**src/rtl/pipe_pulse_scheduler.sv**
```systemverilog
// Round-robin launcher for a shared pipe pulse chain: issues single-cycle tokens,
// tracks owners in a timestamped FIFO, matches returns and flags lost/spurious pulses.
module pipe_pulse_scheduler #(
  parameter int N_REQ        = 4,
  parameter int MAX_INFLIGHT = 4,
  parameter int MIN_GAP      = 2,
  parameter int TIMEOUT      = 64
) (
  input  logic                          clk,
  input  logic                          reset,
  input  logic [N_REQ-1:0]              req,
  output logic [N_REQ-1:0]              grant,
  output logic                          launch,
  input  logic                          ret,
  output logic [N_REQ-1:0]              done,
  output logic [$clog2(MAX_INFLIGHT):0] in_flight,
  output logic                          busy,
  output logic                          timeout_err,
  output logic                          spurious_err,
  input  logic                          clear_err
);

  localparam int ID_W  = $clog2(N_REQ);
  localparam int PTR_W = (MAX_INFLIGHT > 1) ? $clog2(MAX_INFLIGHT) : 1;
  localparam int CNT_W = $clog2(MAX_INFLIGHT) + 1;
  localparam int TS_W  = $clog2(TIMEOUT) + 1;
  localparam int GAP_W = (MIN_GAP > 1) ? $clog2(MIN_GAP) : 1;

  localparam logic [0:0] RUN   = 1'b0;
  localparam logic [0:0] FLUSH = 1'b1;

  localparam logic [CNT_W-1:0] CNT_MAX    = CNT_W'(MAX_INFLIGHT);
  localparam logic [TS_W-1:0]  TS_LIMIT   = TS_W'(TIMEOUT);
  localparam logic [TS_W-1:0]  DRAIN_LOAD = TS_W'(TIMEOUT - 1);
  localparam logic [GAP_W-1:0] GAP_LOAD   = GAP_W'(MIN_GAP - 1);
  localparam logic [PTR_W-1:0] PTR_LAST   = PTR_W'(MAX_INFLIGHT - 1);
  localparam logic [ID_W-1:0]  ID_LAST    = ID_W'(N_REQ - 1);

  function automatic logic [PTR_W-1:0] ptr_inc(input logic [PTR_W-1:0] p);
    return (p == PTR_LAST) ? '0 : p + 1'b1;
  endfunction

  function automatic logic [ID_W-1:0] id_inc(input logic [ID_W-1:0] i);
    return (i == ID_LAST) ? '0 : i + 1'b1;
  endfunction

  logic [0:0]       state;
  logic [ID_W-1:0]  rr;
  logic [GAP_W-1:0] gap;
  logic [TS_W-1:0]  drain;
  logic [TS_W-1:0]  ts;
  logic [CNT_W-1:0] count;
  logic [PTR_W-1:0] wr_ptr;
  logic [PTR_W-1:0] rd_ptr;

  logic [ID_W-1:0]  fifo_own [MAX_INFLIGHT];
  logic [TS_W-1:0]  fifo_ts  [MAX_INFLIGHT];

  logic [ID_W-1:0]  pick;
  logic             pick_vld;
  int               cand;
  logic [TS_W-1:0]  age;
  logic             timeout_hit;
  logic             do_launch;
  logic             do_pop;
  logic             do_spur;

  always_comb begin
    pick     = rr;
    pick_vld = 1'b0;
    cand     = 0;
    for (int k = 0; k < N_REQ; k++) begin
      cand = int'(rr) + k;
      if (cand >= N_REQ) cand = cand - N_REQ;
      if (!pick_vld && req[ID_W'(cand)]) begin
        pick_vld = 1'b1;
        pick     = ID_W'(cand);
      end
    end
  end

  // Age wraps with ts; it never exceeds TIMEOUT, so the modular difference is exact.
  assign age         = ts - fifo_ts[rd_ptr];
  assign timeout_hit = (state == RUN) && (count != '0) && (age >= TS_LIMIT);
  assign do_launch   = (state == RUN) && !timeout_hit && (count < CNT_MAX) &&
                       (gap == '0) && pick_vld;
  assign do_pop      = (state == RUN) && !timeout_hit && ret && (count != '0);
  assign do_spur     = (state == RUN) && !timeout_hit && ret && (count == '0);

  // Launch/return stage: all outputs registered one cycle after their cause
  always_ff @(posedge clk) begin
    if (reset) begin
      state        <= RUN;
      rr           <= '0;
      gap          <= '0;
      drain        <= '0;
      ts           <= '0;
      count        <= '0;
      wr_ptr       <= '0;
      rd_ptr       <= '0;
      grant        <= '0;
      done         <= '0;
      timeout_err  <= 1'b0;
      spurious_err <= 1'b0;
    end else begin
      ts    <= ts + 1'b1;
      grant <= '0;
      done  <= '0;
      if (gap != '0) gap <= gap - 1'b1;
      if (do_launch) begin
        grant[pick] <= 1'b1;
        rr          <= id_inc(pick);
        gap         <= GAP_LOAD;
        wr_ptr      <= ptr_inc(wr_ptr);
      end
      if (do_pop) begin
        done[fifo_own[rd_ptr]] <= 1'b1;
        rd_ptr                 <= ptr_inc(rd_ptr);
      end
      case ({do_launch, do_pop})
        2'b10:   count <= count + 1'b1;
        2'b01:   count <= count - 1'b1;
        default: ;
      endcase
      // Timeout abandons every outstanding token and quiesces the chain
      if (timeout_hit) begin
        state  <= FLUSH;
        drain  <= DRAIN_LOAD;
        count  <= '0;
        rd_ptr <= wr_ptr;
      end else if (state == FLUSH) begin
        if (drain == '0) state <= RUN;
        else             drain <= drain - 1'b1;
      end
      if (timeout_hit)    timeout_err <= 1'b1;
      else if (clear_err) timeout_err <= 1'b0;
      if (do_spur)        spurious_err <= 1'b1;
      else if (clear_err) spurious_err <= 1'b0;
    end
  end

  // Timestamp records the cycle in which grant/launch is visible
  always_ff @(posedge clk) begin
    if (do_launch) begin
      fifo_own[wr_ptr] <= pick;
      fifo_ts[wr_ptr]  <= ts + 1'b1;
    end
  end

  assign launch    = |grant;
  assign in_flight = count;
  assign busy      = (count != '0) || (state == FLUSH);

endmodule

```
**config.mk**
```make
export PLATFORM = sky130hd
export DESIGN_NAME = pipe_pulse_scheduler
export DESIGN_NICKNAME = d
export VERILOG_FILES = /design/src/rtl/pipe_pulse_scheduler.sv
export SDC_FILE = /design/constraint.sdc
export NUM_CORES = 1
export LEC_CHECK = 0
export ABC_AREA = 1
export CORE_MARGIN = 3
export CORE_UTILIZATION = 30
export DETAILED_ROUTE_END_ITERATION = 7
export GPL_TIMING_DRIVEN = 0
export PLACE_DENSITY_LB_ADDON = 0.15
export RECOVER_POWER = 25
export SLEW_MARGIN = 20
export SYNTH_ARGS = -nofsm -noshare
export SYNTH_HDL_FRONTEND = slang
export SYNTH_SLANG_ARGS = --single-unit
```
**constraint.sdc**
```tcl
create_clock -name clk -period 2.9 [get_ports clk]
set_input_delay 0.29 -clock clk [delete_from_list [all_inputs] [get_ports clk]]
set_output_delay 0.29 -clock clk [all_outputs]
set_load 0.005 [all_outputs]
```
== Word level (Yosys, flattened, before mapping) ==
Memories as Yosys holds them, arrays and structs flattened. A register that Yosys moved wholly into a read port is not among the register bits.
Cells that the tools add are included.

* $add $sub $neg: 16
* Order comparisons: 14
* Equal/unequal tests: 6
* Muxes and demuxes: 51
* Bitwise operators: 5
* Reduce and logical (&&, ||, !) cells: 33

{| class="wikitable"
|+ Operators with widths
! cell !! number
|-
| $mux W2 || 17
|-
| $mux W1 || 24
|-
| $mux W6 || 3
|-
| $lt A2 B4 Y1 const B || 4
|-
| $logic_and A1 B1 Y1 || 14
|-
| $reduce_bool A2 Y1 || 5
|-
| $ge A3 B3 Y1 const B || 3
|-
| $bmux W1 S2 || 4
|-
| $eq A2 B2 Y1 const B || 4
|-
| $sub A2 B1 Y2 const B || 4
|-
| $add A7 B1 Y7 const B || 1
|-
| $ge A7 B7 Y1 const B || 1
|-
| $logic_not A7 Y1 || 1
|-
| $sub A7 B1 Y7 const B || 1
|-
| $sub A7 B7 Y7 || 1
|-
| $add A2 B1 Y2 const B || 3
|-
| $add A2 B2 Y3 const B || 2
|-
| $lt A2 B3 Y1 const B || 2
|-
| $pmux W3 S2 || 1
|-
| $reduce_or A2 Y1 || 3
|-
| $not A1 Y1 || 5
|-
| $demux W1 S2 || 2
|-
| $ge A2 B1 Y1 const B || 2
|-
| $logic_not A1 Y1 || 4
|-
| other kinds (13) || 14
|}

* Register bits after elaboration: 35
* Memory bits (writable): 36
* Input port bits: 8
* Word-level logic and storage cells: 140
* Memories kept: 2

{| class="wikitable"
|+ Memory list
! memory !! words !! bits a word !! read ports !! clocked after memory_dff !! write ports !! RTL line !! source
|-
| fifo_ts || 4 || 7 || 1 || 1 || 1 || 57 || <nowiki>logic [TS_W-1:0] fifo_ts [MAX_INFLIGHT];</nowiki>
|-
| fifo_own || 4 || 2 || 1 || 1 || 1 || 56 || <nowiki>logic [ID_W-1:0] fifo_own [MAX_INFLIGHT];</nowiki>
|}

== Logic depth before layout (Yosys ltp) ==
Gate-level depths: netlist of run 1.

* Depth in word-level cells: 19
* Mapped depth: 22
* Mapped depth without buffers: 20

== Least setup slack after synthesis of run 1 ==
OpenSTA, ideal clock, no wires.

* Path type: register -> register
* Start point: reg (tool-made name)
* End point: reg count[2] (netlist: in_flight[2])
* Arrival time: 2.922 ns
* Required time: 2.784 ns
* Setup slack: -0.137 ns
* Stages on the path, launching flop included: 19
* Path buffers: 2
* Period minus slack after synthesis: 3.037 ns
* Path through: dfxtp_1 -> buf_6 -> inv_6 -> clkbuf_1 -> nand2_1 -> a32o_1 -> ha_1 -> a21oi_1 -> nand3_1 -> nand3_2 -> nand3_4 -> nand2_8 -> ha_1 -> inv_1 -> fa_1 -> a21oi_1 -> o21ai_0 -> xor2_1 -> nor2_1

{| class="wikitable"
|+ RTL lines
! element !! RTL line !! source
|-
| end signal: assignment || 121 || <nowiki>2'b10: count <= count + 1'b1;</nowiki>
|-
| end signal: assignment || 122 || <nowiki>2'b01: count <= count - 1'b1;</nowiki>
|-
| end: declaration || 52 || <nowiki>logic [CNT_W-1:0] count;</nowiki>
|}

==> results.cfg, run 1 <==
[outcome]
status = complete, no violations

[power]
peakVddDrop_uv = 637
total_power_w = 0.00570
leakage_nw = 1.97
p_per_area_nw_per_um2 = 1230

[global_routing]
grt_use_met3_pct = 3.37
grt_busiest_layer = met2
grt_use_met1_pct = 15.0
grt_pass1_vias = 2573
grt_use_met2_pct = 19.1
antenna_found_initial = 0
grt_pass1_wl_mm = 12.3
grt_max_degree = 14
track_usage_pct = 11.9
gr-total-overflow = 0

[worst_setup_path]
critPathTopFamily = adder cells
critPathMaxFanout = 5
required_ns = 3.11
slowest_stage = dfxtp_4
cp_num_buf_inv = 4
ff2ff_setup_slack_ns = 0.04
path_class = register to register
cp-start-kind = register
critPathCaptureType = register
slowest_delay_ns = 0.39
reg2reg_to = in_flight[2]$_SDFFE_PP0P_
arrival_ns = 3.08
crit_chain = inv_8, clkbuf_16, nand2_4, a32o_2, ha_4, nand2_2, nor2_1, nand2_1, inv_2, nor2_4, nand3_2, nand2_4, nor2_4, ha_4, inv_4, fa_2, a21oi_2, o21ai_1, xor2_1, nor2_1
r2r_cells = 20

[synth]
synth_cell_types = 41
netlist_area_sq_um = 3580
syn_inst = 397
synth_seq_cells = 73
synth_fp_nets = 425
avgSynthCellArea_sq_um = 9.02
ys_seq_area_share_pct = 50.9
yosysWarnings = 0

[route]
drtIter0Drc = 86
firstDrtPassIters = 4
final_antenna_net_count = 0
routed_wl_mm = 7.45
drc = 0
viasPerCell = 4.54
routedWlPerCell_microns = 12.6
vias = 2679

[hold_path]
min-delay-start = reset
hold_class = input port to register
hold_depth = 2
whs_endpoint = drain[5]$_SDFFE_PP0P_

[sta]
drv_slew = 0
finalCriticalPeriod_ns = 2.86
final_hold_viol_count = 0
rsz0062_at_grt = yes
relSlewSlack_pct = 60.6
fmax_ghz = 0.349
setup_viol = 0
fin_worst_skew_ns = 0.00898
finalCritPeriodShare_pct = 98.7
max_slew.worst_pin.slew_ns = 0.591

[flow_run]
max_cap_viol_count = 0

[cts]
cts_buffers = 9
cts-root-buf = clkbuf_16
cts_tree = done
cts_buffer_depth = 2
path_clk_slew_ns = 0.06
cts.sinks = 73
holdBufCountCts = 0
htree_levels = 3
clk-insertion-delay-late_ns = 0.33

[floorplanning]
die-width_microns = 115
rows = 39
die_h_microns = 115
coreArea_sq_um = 11600
ios = 23
dieArea_sq_um = 13300
start_util_pct = 31.0

[placement]
port_buffers = 21
dpl.hpwl_mm = 5.16
placed_cell_area_sq_um = 3990
dpl.cell_count = 561
place_congestion = 0.738

[final_layout]
area_growth_syn_to_layout_pct = 29.0
final_layout_size_suffix_gt1_share_pct = 19.2
multi_input_area_sq_um = 1600
fin_area_sq_um = 4620
post-route-util_pct = 40.0
nets = 470
final_cells = 590
antenna_cells = 0
fillers = 1155
seqCellArea_sq_um = 1830
-- report_power, final --
| group | leakage (nW) | switching (W) | total [W] | internal, W |
|---|---|---|---|---|
| clock | 0.178 | 0.000428 | 0.00136 | 0.000934 |
| combinational | 1.15 | 0.00158 | 0.00270 | 0.00112 |
| sequential | 0.641 | 0.000170 | 0.00164 | 0.00147 |
| total | 1.97 | 0.00217 | 0.00570 | 0.00353 |
-- synth_stat cells (all sizes together) --
| library cell | n | share of area, % |
|---|---|---|
| nand3b | 1 | 0.21 |
| fa | 1 | 0.56 |
| ha | 19 | 6.6 |
| o21ai | 12 | 2.0 |
| nand4 | 4 | 0.70 |
| or3 | 1 | 0.17 |
| xor2 | 5 | 1.2 |
| clkinv | 1 | 0.10 |
| nand2 | 91 | 10 |
| nor2 | 47 | 5.9 |
| nor3 | 9 | 1.4 |
| dfxtp | 37 | 21 |
| a21oi | 19 | 2.9 |
| nand3 | 33 | 5.9 |
| or2 | 1 | 0.17 |
| inv | 58 | 6.3 |
| o22ai | 1 | 0.17 |
| edfxtp | 36 | 30 |
| a32o | 5 | 1.4 |
| buf | 3 | 0.84 |
| a31oi | 4 | 0.70 |
| clkbuf | 5 | 0.52 |
| or4 | 1 | 0.21 |
| o211ai | 1 | 0.21 |
| a32oi | 2 | 0.49 |
-- logic make-up (layout without fill, tap and decap cells) --
logic type,count (synthesis),after routing,share of synthesized area [%]
compound gates,44,44,7.82
xor+xnor,5,5,1.22
fa+ha+maj,20,20,7.20
buf+inv,67,117,7.75
flops,73,73,50.9
simple gates,188,188,25.1
-- layout make-up --
type	instances	area share, %
Sequential cell	73	39.5
Tap cell	143	3.87
Clock inverter	6	2.98
Inverter	59	5.12
Timing Repair Buffer	35	7.04
Clock buffer	10	4.96
Buffer	7	1.98
Multi-Input combinational cell	257	34.5
-- stage by stage --
step / hold WS [ns] / setup TNS (ns) / setup slack, ns
5_1_grt: 0.434 / -0.246 / -0.161
2_1_floorplan: 0.430 / 0 / 0.00572
3_3_place_gp: 0.451 / -19.59 / -0.554
6_report: 0.409 / 0 / 0.0363
4_1_cts: 0.427 / -1.86 / -0.102
3_5_place_dp: 0.458 / -21.08 / -0.589
-- what timing repair did --
item / 4_1_cts / 5_1_grt
pin swaps: 4 / 15
setup buffers: 11 / 1
setup endpoints to repair: 39 / 38
resized for setup: 26 / 16
endpoints found under the hold margin: 0 / 0
gates cloned: 1 / 1
-- flip-flops by register name, summed over array words and instances (netlist names), named ones only --
register,flops
fifo_ts,28
drain,7
spurious_err,1
wr_ptr,2
done,4
rr,2
in_flight,3
fifo_own,8
state,1
grant,4
timeout_err,1
ts,7
gap,1
rd_ptr,2
-- worst register-to-register path: stages (launching register included) --
cell	delay [ns]
dfxtp_4	0.39
inv_8	0.08
clkbuf_16	0.14
nand2_4	0.04
a32o_2	0.29
ha_4	0.28
nand2_2	0.05
nor2_1	0.08
nand2_1	0.10
inv_2	0.08
nor2_4	0.04
nand3_2	0.07
nand2_4	0.06
nor2_4	0.12
ha_4	0.16
inv_4	0.04
fa_2	0.36
a21oi_2	0.12
o21ai_1	0.08
xor2_1	0.13
nor2_1	0.05
-- how the worst max path moves through the flow --
| stage | end | slack, ns | from | depth (start not counted) |
|---|---|---|---|---|
| 3_3_place_gp | fifo_ts[2][2]$_DFFE_PP_ | -0.55 | register | 14 |
| 3_5_place_dp | fifo_ts[2][5]$_DFFE_PP_ | -0.59 | register | 14 |
| 2_1_floorplan | in_flight[2]$_SDFFE_PP0P_ | 0.006 | register | 20 |
| 5_1_grt | in_flight[2]$_SDFFE_PP0P_ | -0.16 | register | 20 |
| 6_report | in_flight[2]$_SDFFE_PP0P_ | 0.04 | register | 20 |
| 4_1_cts | fifo_ts[0][1]$_DFFE_PP_ | -0.10 | register | 16 |
-- placed cells by master, fill, tap and decap left out, types with 7 or more instances in the layout --
cell type        instances
nand3_1                 22
nor3_1                   8
nor2_4                   8
buf_4                   13
inv_1                   51
clkbuf_16               11
dlygate4sd3_1            7
edfxtp_1                36
a21oi_1                 15
nand2_1                 82
ha_1                    17
nor2_1                  38
nand3_2                 10
clkdlybuf4s50_1         14
dfxtp_1                 35
-- layer usage --
layer	share of wire, %	wire length [microns]
met4	2.2	166
met3	3.3	249
met2	46	3450
met1	48	3590
met5	0	0
Note: power is estimated with default switching activity, not from simulation.
==> run 2, diff against run 1 <==
--- a/config.mk
+++ b/config.mk
@@ -6,7 +6,7 @@
 export NUM_CORES = 1
 export LEC_CHECK = 0
 export ABC_AREA = 1
-export CORE_MARGIN = 3
+export CORE_MARGIN = 10
 export CORE_UTILIZATION = 30
 export DETAILED_ROUTE_END_ITERATION = 7
 export GPL_TIMING_DRIVEN = 0
==> run 2 against run 1 <==
  * Critical path type unchanged
  * Final cell count did not move
  * Flip-flop and latch count stayed put
  * Critical endpoint is now in_flight[1]$_SDFFE_PP0P_
  * Critical path depth is 2 lower
  * Die area is 26% higher
  * Non-clock buffer count stayed put
  * Routed wire length is 2.5% higher
  * Worst hold slack got worse by 0.0016 ns
  * Register-to-register slack is essentially flat
  * Sequential power barely moved
  * Largest power group unchanged
  * Clock power down 7%
  * Maximum frequency rose by 0.28%
  * Combinational power up 3%
==> results.cfg, run 2 (synthesized netlist as in run 1, its figures left out) <==
[cts]
cts_tree = done
cts_buffers = 9
clk-insertion-delay-late_ns = 0.33
cts_buffer_depth = 2
cts.sinks = 73
cts-root-buf = clkbuf_16
htree_levels = 3
path_clk_slew_ns = 0.06

[sta]
final_hold_viol_count = 0
finalCriticalPeriod_ns = 2.86
fmax_ghz = 0.350
max_slew.worst_pin.slew_ns = 0.573
finalCritPeriodShare_pct = 98.5
setup_viol = 0
fin_worst_skew_ns = 0.00740
drv_slew = 0
fin_ws_ns = 0.0441
rsz0062_at_grt = yes
relSlewSlack_pct = 61.8
whs_ns = 0.408

[worst_setup_path]
path_class = register to register
ff2ff_setup_slack_ns = 0.04
critPathMaxFanout = 10
critPathCaptureType = register
required_ns = 3.12
reg2reg_to = in_flight[1]$_SDFFE_PP0P_
arrival_ns = 3.08
r2r_cells = 18
cp-start-kind = register

[final_layout]
nets = 470
mostFrequentLayoutCells = 80 x nand2_1, 52 x inv_1, 38 x nor2_1
antenna_cells = 0
fillers = 1151
seqCellArea_sq_um = 1830
final_layout_size_suffix_gt1_share_pct = 19.7
area_growth_syn_to_layout_pct = 29.2
reg_top3 = fifo_ts x28, fifo_own x8
top_register = fifo_ts
multi_input_area_sq_um = 1610
final_common_cell = nand2_1
largest_reg_flops = 28

[route]
routedWlPerCell_microns = 12.9
routed_wl_mm = 7.63
vias = 2670
drc = 0
final_antenna_net_count = 0
drtIter0Drc = 128
firstDrtPassIters = 4
viasPerCell = 4.53

[global_routing]
gr-total-overflow = 0
grt_max_degree = 14
grt_pass1_vias = 2591
grt_pass1_wl_mm = 12.9
antenna_found_initial = 0
track_usage_pct = 9.79

[power]
peakVddDrop_uv = 532
switching_share_pct = 38.5
leakage_nw = 1.97
p_comb_share_pct = 48.8
total_power_w = 0.00569
p_per_area_nw_per_um2 = 1230
internal_power_w = 0.00350
p_sw_w = 0.00219
seqPwrFrac_pct = 28.9
pwr-share-clk_pct = 22.3

[outcome]
status = complete, no violations

[floorplanning]
coreArea_sq_um = 11600
rows = 39
ios = 23
die_h_microns = 129
die-width_microns = 129
dieArea_sq_um = 16700
start_util_pct = 31.0

[placement]
place_congestion = 0.761
dp_slack_ns = -0.611
dpl.hpwl_mm = 5.34
port_buffers = 21

[hold_path]
hold_class = input port to register
whs_endpoint = drain[4]$_SDFFE_PP0P_
min-delay-start = reset
hold_depth = 2

[flow_run]
max_cap_viol_count = 0
[run 2: cell count changes in the layout (fill, tap and decap cells not counted), sizes merged]
cell / delta
clkinv: +2
inv: -2
buf: -1
bufinv: -1
clkbuf: +1
clkinvlp: +1
[run 2: worst max-delay path by stage]
stage | startpoint | endpoint | slack (ns)
4_1_cts | register | in_flight[1]$_SDFFE_PP0P_ | -0.04
6_report | register | in_flight[1]$_SDFFE_PP0P_ | 0.04
5_1_grt | register | in_flight[1]$_SDFFE_PP0P_ | -0.11
3_5_place_dp | register | fifo_ts[2][4]$_DFFE_PP_ | -0.61
2_1_floorplan | register | in_flight[2]$_SDFFE_PP0P_ | 0.006
3_3_place_gp | register | fifo_ts[2][2]$_DFFE_PP_ | -0.60
[run 2: area by class of cell]
class,instances,area share [%]
clock buffers,10,4.95
repair buffers,35,7.38
flip-flops and latches,73,39.5
inverters,59,5.16
well taps,143,3.86
clock inverters,6,2.49
multi-input cells,257,34.7
plain buffers,7,1.95
[run 2: stage by stage]
stage                     instance area (sq um)  setup TNS (ns)  util, %  std cells
after floorplan                            3600               0        -        397
after global placement                     3990          -20.47     34.5        561
after detailed placement                   3990          -20.84     34.5        561
after CTS                                  4590         -0.0753     39.7        588
final                                      4630               0     40.0        590
after global routing                       4630          -0.209     40.0        590
[run 2: routing by layer]
metal	routed length (microns)	share of wire (%)	track usage, %
met1	3590	47	11.4
met2	3620	47	16.2
met3	285	3.7	3.34
met4	133	1.7	4.15
met5	0	0	0
[run 2: power by group through the flow]
stage | Clock (W) | Sequential (W) | Combinational [W]
floorplan | 0 | 0.00161 | 0.00174
global placement | 0 | 0.00164 | 0.00232
detailed placement | 0 | 0.00164 | 0.00235
CTS | 0.00131 | 0.00163 | 0.00280
global route | 0.00134 | 0.00169 | 0.00314
finish | 0.00127 | 0.00164 | 0.00278
[run 2: worst max-delay path, stage by stage (launching register included)]
cell	delay, ns
dfxtp_4	0.37
clkinv_4	0.09
clkbuf_8	0.17
a32o_2	0.30
ha_4	0.29
nand2_4	0.04
nor2_1	0.09
nand2_1	0.08
inv_1	0.07
nor2_2	0.04
nand3_2	0.08
nand3_4	0.11
nand2_8	0.11
ha_4	0.14
inv_4	0.03
fa_2	0.51
nor2_1	0.04
a21oi_1	0.11
nor2_1	0.06
[run 2: repair_timing]
item | in CTS | in global routing
gates cloned | 2 | 0
endpoints found under the setup margin | 39 | 11
setup buffers | 9 | 3
pin swaps | 18 | 12
hold buffers | 0 | 0
resized for setup | 35 | 10
endpoints found under the hold margin | 0 | 0
==> run 3, diff against run 2 <==
==> constraint.sdc (replaced) <==
create_clock -name clk -period 2.9 [get_ports clk]
set_input_delay 0.29 -clock clk [delete_from_list [all_inputs] [get_ports clk]]
set_output_delay 0.29 -clock clk [all_outputs]
set_load 0.02 [all_outputs]
==> run 3 against run 2 <==
  * Combinational power increased by 3%
  * Maximum frequency barely moved
  * Non-clock buffer count unchanged
  * Sequential power is essentially flat
  * Critical endpoint unchanged
==> results.cfg, run 3 (synthesized netlist as in run 1, its figures left out) <==
[route]
firstDrtPassIters = 4
vias = 2678
drc = 0
viasPerCell = 4.54
final_antenna_net_count = 0
routed_wl_mm = 7.63
routedWlPerCell_microns = 12.9
drtIter0Drc = 128

[global_routing]
grt_max_degree = 14
grt_pass1_wl_mm = 12.9
gr-total-overflow = 0
track_usage_pct = 9.79
grt_pass1_vias = 2591
antenna_found_initial = 0

[worst_setup_path]
required_ns = 3.12
crit_chain = inv_8, clkbuf_16, nand2_2, a32o_2, ha_4, nand2_4, nor2_1, nand2_1, inv_1, nor2_2, nand3_2, nand3_4, nand2_8, ha_4, inv_4, fa_2, nor2_1, a21oi_1, nor2_1
crit_top_cell = nor2_1
path_class = register to register
critPathCaptureType = register
slowest_delay_ns = 0.51
critPathTopFamily = adder cells
arrival_ns = 3.08
cp_num_buf_inv = 4
cp-start-kind = register
slowest_stage = fa_2
critPathMaxFanout = 6

[final_layout]
mostFrequentLayoutCells = 80 x nand2_1, 52 x inv_1, 38 x nor2_1
nets = 470
area_growth_syn_to_layout_pct = 29.2
reg_top3 = fifo_ts x28, fifo_own x8
antenna_cells = 0
largest_reg_flops = 28
final_layout_size_suffix_gt1_share_pct = 19.7
top_register = fifo_ts
post-route-util_pct = 40.0
final_common_cell = nand2_1
final_cells = 590

[sta]
fin_ws_ns = 0.0437
finalCriticalPeriod_ns = 2.86
drv_slew = 0
fmax_ghz = 0.350
fin_worst_skew_ns = 0.00740
whs_ns = 0.408
setup_viol = 0
max_slew.worst_pin.slew_ns = 0.573
finalCritPeriodShare_pct = 98.5
relSlewSlack_pct = 61.8
final_hold_viol_count = 0
rsz0062_at_grt = yes

[placement]
dpl.cell_count = 561
port_buffers = 21
place_congestion = 0.761
dp_slack_ns = -0.611
dpl.hpwl_mm = 5.34

[cts]
cts_tree = done
clk-insertion-delay-late_ns = 0.33
path_clk_slew_ns = 0.06
cts_buffers = 9
cts-root-buf = clkbuf_16
cts.sinks = 73
cts_buffer_depth = 2
htree_levels = 3

[floorplanning]
die_h_microns = 129
die-width_microns = 129
dieArea_sq_um = 16700
ios = 23
start_util_pct = 31.0
rows = 39
coreArea_sq_um = 11600

[hold_path]
min-delay-start = reset
hold_class = input port to register

[power]
peakVddDrop_uv = 645
total_power_w = 0.00579
leakage_nw = 1.95
p_per_area_nw_per_um2 = 1250

[outcome]
status = complete, no violations

[flow_run]
max_cap_viol_count = 0
-- run 3: cell count changes in the layout (fill, tap and decap cells not counted), sizes merged --
| cell | before | now |
|---|---|---|
| dlygate4sd3 | 7 | 3 |
| clkdlybuf4s50 | 14 | 18 |
-- run 3: per-stage QoR --
step	setup TNS (ns)	cell area (sq um)
2_1_floorplan	0	3600
3_3_place_gp	-20.47	3990
3_5_place_dp	-20.84	3990
4_1_cts	-0.0753	4590
5_1_grt	-0.209	4630
6_report	0	4630
-- run 3: area by class of cell --
class                      count  area [sq um]
clock inverter                 6           115
inverter                      59           239
clock buffer                  10           229
fill                        1151          6940
buffer                         7          90.1
timing repair buffer          35           342
sequential                    73          1830
tap                          143           179
multi-input combinational    257          1610
-- run 3: path summary, 6_finish.rpt --
| path | cells past startpoint | end | slack (ns) |
|---|---|---|---|
| max reg2reg | 19 | in_flight[1]$_SDFFE_PP0P_ | 0.04 |
| min | 2 | drain[4]$_SDFFE_PP0P_ | 0.41 |
| min reg2reg | 2 | spurious_err$_SDFFE_PP0P_ | 0.47 |
| max | 19 | in_flight[1]$_SDFFE_PP0P_ | 0.04 |
-- run 3: power by group --
| group | switching, W | leakage, nW | internal [W] |
|---|---|---|---|
| clock network | 0.000425 | 0.163 | 0.000845 |
| logic | 0.00168 | 1.15 | 0.00119 |
| registers | 0.000172 | 0.641 | 0.00147 |
-- run 3: layer usage --
layer  share of wire [%]  up-vias  GRT usage (%)
met3                 3.9       10           3.34
met2                  47       38           16.2
met5                   0        -              0
met4                 1.7        0           4.15
li1                    -     1406              -
met1                  47     1224           11.4
-- run 3: timing repair --
action / CTS / global route
endpoints found under the hold margin: 0 / 0
hold buffers: 0 / 0
cloned: 2 / 0
setup buffers: 9 / 3
resized for setup: 35 / 10
setup endpoints to repair: 39 / 11
pin swaps: 18 / 12
